**config.mk**
```make
export PLATFORM = sky130hd
export DESIGN_NAME = combi_scoreboard
export DESIGN_NICKNAME = d
export VERILOG_FILES = /design/src/rtl/combi_scoreboard_pkg.sv /design/src/rtl/combi_scoreboard_match.sv /design/src/rtl/combi_scoreboard.sv
export SDC_FILE = /design/constraint.sdc
export NUM_CORES = 1
export LEC_CHECK = 0
export CAP_MARGIN = 20
export CORE_UTILIZATION = 55
export DETAILED_ROUTE_END_ITERATION = 10
export GPL_TIMING_DRIVEN = 0
export PLACE_DENSITY = 0.86
export SLEW_MARGIN = 20
export SYNTH_ARGS = -nofsm -noshare
export SYNTH_HDL_FRONTEND = slang
export SYNTH_SLANG_ARGS = --single-unit
```
**constraint.sdc**
```tcl
create_clock -name clk -period 5.69 [get_ports clk]
set_clock_uncertainty 0.15 [all_clocks]
set_input_delay 0.8535 -clock clk [delete_from_list [all_inputs] [get_ports clk]]
set_output_delay 0.8535 -clock clk [all_outputs]
set_load 0.02 [all_outputs]
```
**src/rtl/combi_scoreboard_pkg.sv**
```systemverilog
// Shared types and constants for the combined ARM/RISC-V hazard scoreboard.
package combi_pkg;

    // Widest register index an entry can hold; narrower indices are zero-extended.
    localparam int SB_RD_W    = 8;
    // Forward select meaning "take the operand from the register file".
    localparam int FWD_RF     = 0;
    // ARM r15 reads are PC-derived and never forwarded.
    localparam int ARM_PC_REG = 15;

    typedef struct packed {
        logic               valid;
        logic [SB_RD_W-1:0] rd;
        logic               regwrite;
        logic               load;
        logic               arm;
        logic               pcwrite;
    } sb_entry_t;

endpackage

```
**src/rtl/combi_scoreboard_match.sv**
```systemverilog
// sb_match: youngest-first search of the slot pipeline for one source register.
module sb_match
    import combi_pkg::*;
#(
    parameter int REG_W = 5,
    parameter int DEPTH = 3,
    parameter int FW    = $clog2(DEPTH)
) (
    input  sb_entry_t [DEPTH-1:0] slots,
    input  logic [REG_W-1:0]      src,
    input  logic                  srcArm,
    output logic                  hit,
    output logic [FW-1:0]         k,
    output logic                  isLoad
);

    logic excluded;
    logic unusedFields;

    // RISC-V x0 and ARM r15 never depend on an in-flight writer.
    assign excluded = (!srcArm && (src == '0)) ||
                      (srcArm && (src == REG_W'(ARM_PC_REG)));

    // Scan oldest to youngest so the lowest matching slot overwrites the rest.
    always_comb begin
        hit    = 1'b0;
        k      = '0;
        isLoad = 1'b0;
        for (int i = DEPTH - 1; i >= 0; i--) begin
            if (!excluded && slots[i].valid && slots[i].regwrite &&
                (slots[i].rd == SB_RD_W'(src))) begin
                hit    = 1'b1;
                k      = FW'(i);
                isLoad = slots[i].load;
            end
        end
    end

    // ISA and PC-write tags are carried for the top level, not needed here.
    always_comb begin
        unusedFields = 1'b0;
        for (int i = 0; i < DEPTH; i++) begin
            unusedFields = unusedFields ^ slots[i].arm ^ slots[i].pcwrite;
        end
    end

endmodule

```
**src/rtl/combi_scoreboard.sv**
```systemverilog
// combi_scoreboard: parametrised E..W hazard tracker producing decode stall/flush
// and registered execute forwarding selects. Optional ARM PC-write tracking is
// enabled with the SB_PCWRITE_EN macro.
module combi_scoreboard
    import combi_pkg::*;
#(
    parameter int REG_W     = 5,
    parameter int DEPTH     = 3,
    parameter int LOAD_SLOT = 2,
    parameter int FW        = $clog2(DEPTH)
) (
    input  logic             clk,
    input  logic             rst,
    input  logic             issue_d,
    input  logic             arm_d,
    input  logic [REG_W-1:0] rs1_d,
    input  logic [REG_W-1:0] rs2_d,
    input  logic [REG_W-1:0] rd_d,
    input  logic             regwrite_d,
    input  logic             load_d,
`ifdef SB_PCWRITE_EN
    input  logic             pcwrite_d,
`endif
    input  logic             flush_e,
    output logic             stall_f,
    output logic             stall_d,
    output logic             flush_d,
    output logic [FW-1:0]    fwd_a_e,
    output logic [FW-1:0]    fwd_b_e,
    output logic             busy
);

    sb_entry_t [DEPTH-1:0] slots;
    sb_entry_t             newEntry;

    logic          hitA, hitB;
    logic [FW-1:0] kA, kB;
    logic          loadA, loadB;
    logic          loadUseA, loadUseB;
    logic          enterSlot;
    logic          pcPending;
    logic [FW-1:0] fwdANext, fwdBNext;

    sb_match #(.REG_W(REG_W), .DEPTH(DEPTH), .FW(FW)) matchA (
        .slots  (slots),
        .src    (rs1_d),
        .srcArm (arm_d),
        .hit    (hitA),
        .k      (kA),
        .isLoad (loadA)
    );

    sb_match #(.REG_W(REG_W), .DEPTH(DEPTH), .FW(FW)) matchB (
        .slots  (slots),
        .src    (rs2_d),
        .srcArm (arm_d),
        .hit    (hitB),
        .k      (kB),
        .isLoad (loadB)
    );

    // A load too young to have its data forwardable blocks the consumer in decode.
    always_comb begin
        loadUseA  = issue_d && hitA && loadA && ((int'(kA) + 1) < LOAD_SLOT);
        loadUseB  = issue_d && hitB && loadB && ((int'(kB) + 1) < LOAD_SLOT);
        stall_d   = loadUseA || loadUseB;
        enterSlot = issue_d && !stall_d && !flush_e;
    end

`ifdef SB_PCWRITE_EN
    // A PC write in flight until W means the fetched/decoded path is wrong.
    always_comb begin
        pcPending = 1'b0;
        for (int i = 0; i < DEPTH - 1; i++) begin
            pcPending = pcPending || (slots[i].valid && slots[i].pcwrite);
        end
    end
`else
    assign pcPending = 1'b0;
`endif

    assign stall_f = stall_d || pcPending;
    assign flush_d = pcPending;

    // Build the decode entry; a stalled or flushed decode becomes a bubble.
    always_comb begin
        newEntry          = '0;
        newEntry.valid    = enterSlot;
        newEntry.rd       = SB_RD_W'(rd_d);
        newEntry.regwrite = regwrite_d;
        newEntry.load     = load_d;
        newEntry.arm      = arm_d;
`ifdef SB_PCWRITE_EN
        newEntry.pcwrite  = pcwrite_d;
`else
        newEntry.pcwrite  = 1'b0;
`endif
    end

    // Forward from slot k+1 next cycle; the W slot writes the register file instead.
    always_comb begin
        fwdANext = FW'(FWD_RF);
        fwdBNext = FW'(FWD_RF);
        if (enterSlot && hitA && (int'(kA) < DEPTH - 1)) begin
            fwdANext = FW'(int'(kA) + 1);
        end
        if (enterSlot && hitB && (int'(kB) < DEPTH - 1)) begin
            fwdBNext = FW'(int'(kB) + 1);
        end
    end

    // Slot pipeline: decode -> slot 0, then every entry ages by one slot.
    always_ff @(posedge clk) begin
        if (!rst) begin
            for (int i = 0; i < DEPTH; i++) begin
                slots[i].valid <= 1'b0;
            end
        end else begin
            slots[0] <= newEntry;
            for (int i = 1; i < DEPTH; i++) begin
                slots[i] <= slots[i-1];
            end
        end
    end

    // Execute-stage forward selects, one register stage after decode.
    always_ff @(posedge clk) begin
        if (!rst) begin
            fwd_a_e <= FW'(FWD_RF);
            fwd_b_e <= FW'(FWD_RF);
        end else begin
            fwd_a_e <= fwdANext;
            fwd_b_e <= fwdBNext;
        end
    end

    // Occupancy indicator.
    always_comb begin
        busy = 1'b0;
        for (int i = 0; i < DEPTH; i++) begin
            busy = busy || slots[i].valid;
        end
    end

endmodule

```
==> impl_metrics.ini, run 1 <==
[timing]
setup_violations = 0
grt_setup_unrepaired = false
fin_crit_sh = 0.8790
slew_headroom = 0.3477
max_freq_ghz = 0.1999
hold_slack_ns = 0.3257
finalSetupTns_ns = 0
period_needed_ns = 5.002
worstMarginPinSlew_ns = 0.9754
hold_viol_final = 0
final_max_slew_viol_count = 0

[placed_design]
place_congestion = 0.7989
io_buffers = 25
dp_hpwl_um = 2396
dp_cells = 180

[final_layout]
final_common_cell = clkdlybuf4s50_1
num-fill-cells = 180
nNetsFinal = 179
syn_to_final_growth_pct = 20.74
final_cell_mix = 25 x clkdlybuf4s50_1, 21 x edfxtp_1, 16 x xor2_1, 13 x xnor2_1, 8 x nand3_1
antenna_cells = 0
drive_above_1_share = 0.1104
multiInputGateArea_um2 = 700.7
fin_util = 0.7183
fin_cells = 184
regArea_um2 = 770.7

[synth]
ys_warn_count = 0
synth-seq-cells = 28
synth_cell_type_count = 34
ys.flop_type = edfxtp_1
synth_nets = 149
syn_area_per_cell_um2 = 12.11
yosysSeqAreaShare = 0.5091
synthCells = 125
async_flop_share = 0
synth_edf_count = 21
syn-cell-area_um2 = 1514

[outcome]
status = finished clean

[clock_network]
post_cts_buffers = 0
path_clk_slew_ns = 0.14
holdBufCountCts = 0
cts_buffers = 3
clockBufferDepth = 2
cts_tree = yes
post_cts_resized = 0
htreeDepth = 1
numClockSinks = 28
cts_root_buffer = clkbuf_4
clk_latency_ns = 0.33

[global_route]
grt_use_total = 0.2457
grt_pass1_vias = 1098
overflow = 0
antenna_found_initial = 0
grt_pass1_wl_um = 4912
grt_max_degree = 25

[floorplanning]
ios = 30
dieArea_um2 = 2966
initial_core_util = 0.5949
core_um2 = 2545
die_y_um = 54.47
die_w_um = 54.47
row_count = 18

[drt]
drc = 0
ant_nets = 0
wl_um = 3020
drt_iter0_markers = 29
vias = 1100
via_per_inst = 5.978
drt-pass1-iter-count = 4
routedWlPerCell_um = 16.41

[hold_path]
min_path_type = reg -> reg

[run]
max-cap-violations = 0

[worst_setup_path]
crit_arrival_ns = 4.00
critPathKind = in -> out
crit_required_ns = 4.69
cp-start-kind = input pin
cp_max_fo = 7
endpoint_kind = output pin

[power]
p_per_area_nw_per_um2 = 213.0
vdd_drop_max_uv = 233.2
leakage_uw = 0.0006137
-- synthesized netlist by cell type (3+ instances only) --
master,instances,share of area
nand3_1,8,0.026
dfxtp_1,7,0.093
nor3_2,3,0.020
nor2_1,4,0.0099
nand2_1,7,0.017
xnor2_1,13,0.075
nand4_1,4,0.017
edfxtp_1,21,0.42
nor3_1,6,0.020
xor2_1,16,0.093
and2_1,3,0.012
-- worst max-delay path, stage by stage --
cell and delay [ns]:
clkdlybuf4s50_1 0.54, or4_1 0.56, mux2i_1 0.22, nand2b_1 0.15
and2_1 0.20, nand3_1 0.08, or3_1 0.11, ha_1 0.17
o2111ai_2 0.14, o32ai_4 0.22, buf_4 0.17, clkdlybuf4s50_1 0.59
-- cells by family after synthesis --
family / Yosys count / synth area share
compound gates: 8 / 0.05785
xor+xnor: 30 / 0.1785
simple gates: 50 / 0.2008
mux: 1 / 0.006612
fa+ha+maj: 2 / 0.01653
other cells: 1 / 0.002477
flops: 28 / 0.5091
buf+inv: 5 / 0.02809
-- worst paths after layout --
path                                from    endpoint  slack, ns  depth (start not counted)
worst max-delay path            rs2_d[2]     stall_f       0.69                         12
worst min-delay path            slots[3]   slots[16]       0.33                          0
worst max register to register  slots[8]  fwd_a_e[1]       3.10                         10
worst min register to register  slots[3]   slots[16]       0.33                          0
-- flip-flops by register name (all words and copies together) (netlist names) --
name and count:
fwd_a_e 2, fwd_b_e 2, slots 24
-- power breakdown --
part | switching (µW) | internal (µW)
sequential | 10.5 | 233
clock | 57.1 | 27.6
combinational | 30.0 | 31.2
total | 97.5 | 292
-- final cells by class --
type                            instances  area share
Multi-Input combinational cell         92      0.3833
Sequential cell                        28      0.4216
Timing Repair Buffer                   25      0.1369
Clock buffer                            4     0.01437
Tap cell                               30     0.02053
Buffer                                  5     0.02327
-- per-layer routing --
metal | global-route usage | routed length [µm] | vias to the layer above
li1 | - | - | 512
met1 | 0.2970 | 1279 | 536
met2 | 0.4085 | 1502 | 41
met3 | 0.05000 | 127 | 11
met4 | 0.1325 | 111 | 0
met5 | 0 | 0 | -
-- metrics by stage --
step                      setup slack [ns]  cell area [µm²]  total power [µW]
after global routing                0.5034             1828             403.2
after CTS                           0.6888             1828             388.6
after detailed placement            0.7049             1802             308.8
after floorplan                      1.994             1514             279.0
final                               0.6884             1828             389.4
after global placement              0.8269             1802             304.7
(Power assumes the default switching activity.)
==> run 2, diff against run 1 <==
PLACE_DENSITY = 0.85   (was 0.86)
SYNTH_HIERARCHICAL = 1   (was unset)
==> impl_metrics.ini, run 2 <==
[outcome]
status = finished clean

[final_layout]
num-fill-cells = 172
largest-register = slots
syn_to_final_growth_pct = 25.02
reg_top3 = slots x24, fwd_a_e x2, fwd_b_e x2
nNetsFinal = 213
final_common_cell = clkdlybuf4s50_1
antenna_cells = 0
drive_above_1_share = 0.09574
fin_util = 0.7556
largest_reg_flops = 24
final_cell_mix = 26 x clkdlybuf4s50_1, 21 x edfxtp_1, 19 x conb_1, 18 x xnor2_1, 12 x xor2_1

[clock_network]
cts_buffers = 3
post_cts_buffers = 0
numClockSinks = 28
htreeDepth = 1
holdBufCountCts = 0
clk_latency_ns = 0.33
path_clk_slew_ns = 0.14
clockBufferDepth = 2
cts_root_buffer = clkbuf_4
cts_tree = yes
post_cts_resized = 0

[floorplanning]
initial_core_util = 0.6043
row_count = 18
dieArea_um2 = 3063
core_um2 = 2590
die_w_um = 55.35
ios = 30
die_y_um = 55.35

[power]
intPower_uw = 290.0
p_per_area_nw_per_um2 = 197.1
leakage_uw = 0.0006575
clkPwrFrac = 0.213
pwr-share-seq = 0.634
vdd_drop_max_uv = 236.8
switching_share = 0.2480
share_comb_of_total_power = 0.153
power.total_uw = 385.6
p_sw_uw = 95.62

[worst_setup_path]
endpoint_kind = output pin
cp-start-kind = input pin
cp_max_fo = 5
critPathKind = in -> out
crit_arrival_ns = 4.04
crit_required_ns = 4.69

[global_route]
grt_use_total = 0.2154
overflow = 0
grt_pass1_vias = 1180
antenna_found_initial = 0
grt_pass1_wl_um = 5154
grt_max_degree = 25

[timing]
hold_slack_ns = 0.3531
slew_headroom = 0.3213
grt_setup_unrepaired = false
setup_ws_ns = 0.6451
final_max_slew_viol_count = 0
max_freq_ghz = 0.1982
worstMarginPinSlew_ns = 1.015
period_needed_ns = 5.045
hold_viol_final = 0
finalSetupTns_ns = 0
setup_violations = 0
fin_crit_sh = 0.8866

[synth]
syn-cell-area_um2 = 1565
ys_warn_count = 6
syn_area_per_cell_um2 = 11.18
synthCells = 140

[drt]
drt_iter0_markers = 28
routedWlPerCell_um = 14.31
drc = 0
drt-pass1-iter-count = 4
ant_nets = 0
vias = 1216
wl_um = 3120
via_per_inst = 5.578

[placed_design]
place_congestion = 0.8872
io_buffers = 26
dp_hpwl_um = 2446
dpl_worst_slack_ns = 0.7578

[run]
max-cap-violations = 0

[hold_path]
min_path_type = reg -> reg
==> run 2: metal layers <==
| metal | vias to the layer above | wire length [µm] | global-route usage |
|---|---|---|---|
| met5 | - | 0 | 0 |
| met4 | 0 | 75 | 0.1036 |
| met3 | 9 | 178 | 0.04215 |
| met2 | 49 | 1529 | 0.3683 |
| met1 | 571 | 1337 | 0.2592 |
| li1 | 587 | - | - |
==> run 2: cell type report <==
cell class | instances | area (µm²) | area share
plain buffers | 4 | 22.52 | 0.01151
clock buffers | 3 | 22.52 | 0.01151
clock inverters | 1 | 3.754 | 0.001918
inverters | 7 | 26.28 | 0.01343
multi-input cells | 119 | 813.3 | 0.4156
flip-flops and latches | 28 | 770.7 | 0.3939
well taps | 30 | 37.54 | 0.01918
repair buffers | 26 | 260.3 | 0.1330
==> run 2: final timing paths <==
path / startpoint / endpoint / slack (ns) / depth (start not counted)
max reg2reg: slots[34] / fwd_a_e[0] / 2.79 / 9
min reg2reg: slots[16] / slots[29] / 0.35 / 0
min: slots[16] / slots[29] / 0.35 / 0
max: rs1_d[0] / stall_f / 0.65 / 11
==> run 2: through the flow <==
step / area, µm² / std cells
floorplan: 1633 / 158
CTS: 1957 / 218
global route: 1957 / 218
finish: 1957 / 218
global placement: 1931 / 214
detailed placement: 1931 / 214
==> run 2: worst max-delay path, cell delays in order <==
cell,delay (ns)
clkdlybuf4s50_1,0.53
xor2_1,0.21
nor4_1,0.51
nand2_1,0.16
nor4b_1,0.49
inv_1,0.12
ha_1,0.21
nand3_1,0.14
a21boi_0,0.14
buf_4,0.15
clkdlybuf4s50_1,0.53
==> run 2: power by group through the flow <==
stage / clock, µW / combinational, µW / sequential (µW)
after detailed placement: 0 / 58.3 / 249
final: 82.0 / 59.1 / 245
after global routing: 93.4 / 64.0 / 246
after CTS: 84.6 / 58.5 / 244
after floorplan: 0 / 31.5 / 245
after global placement: 0 / 56.3 / 247
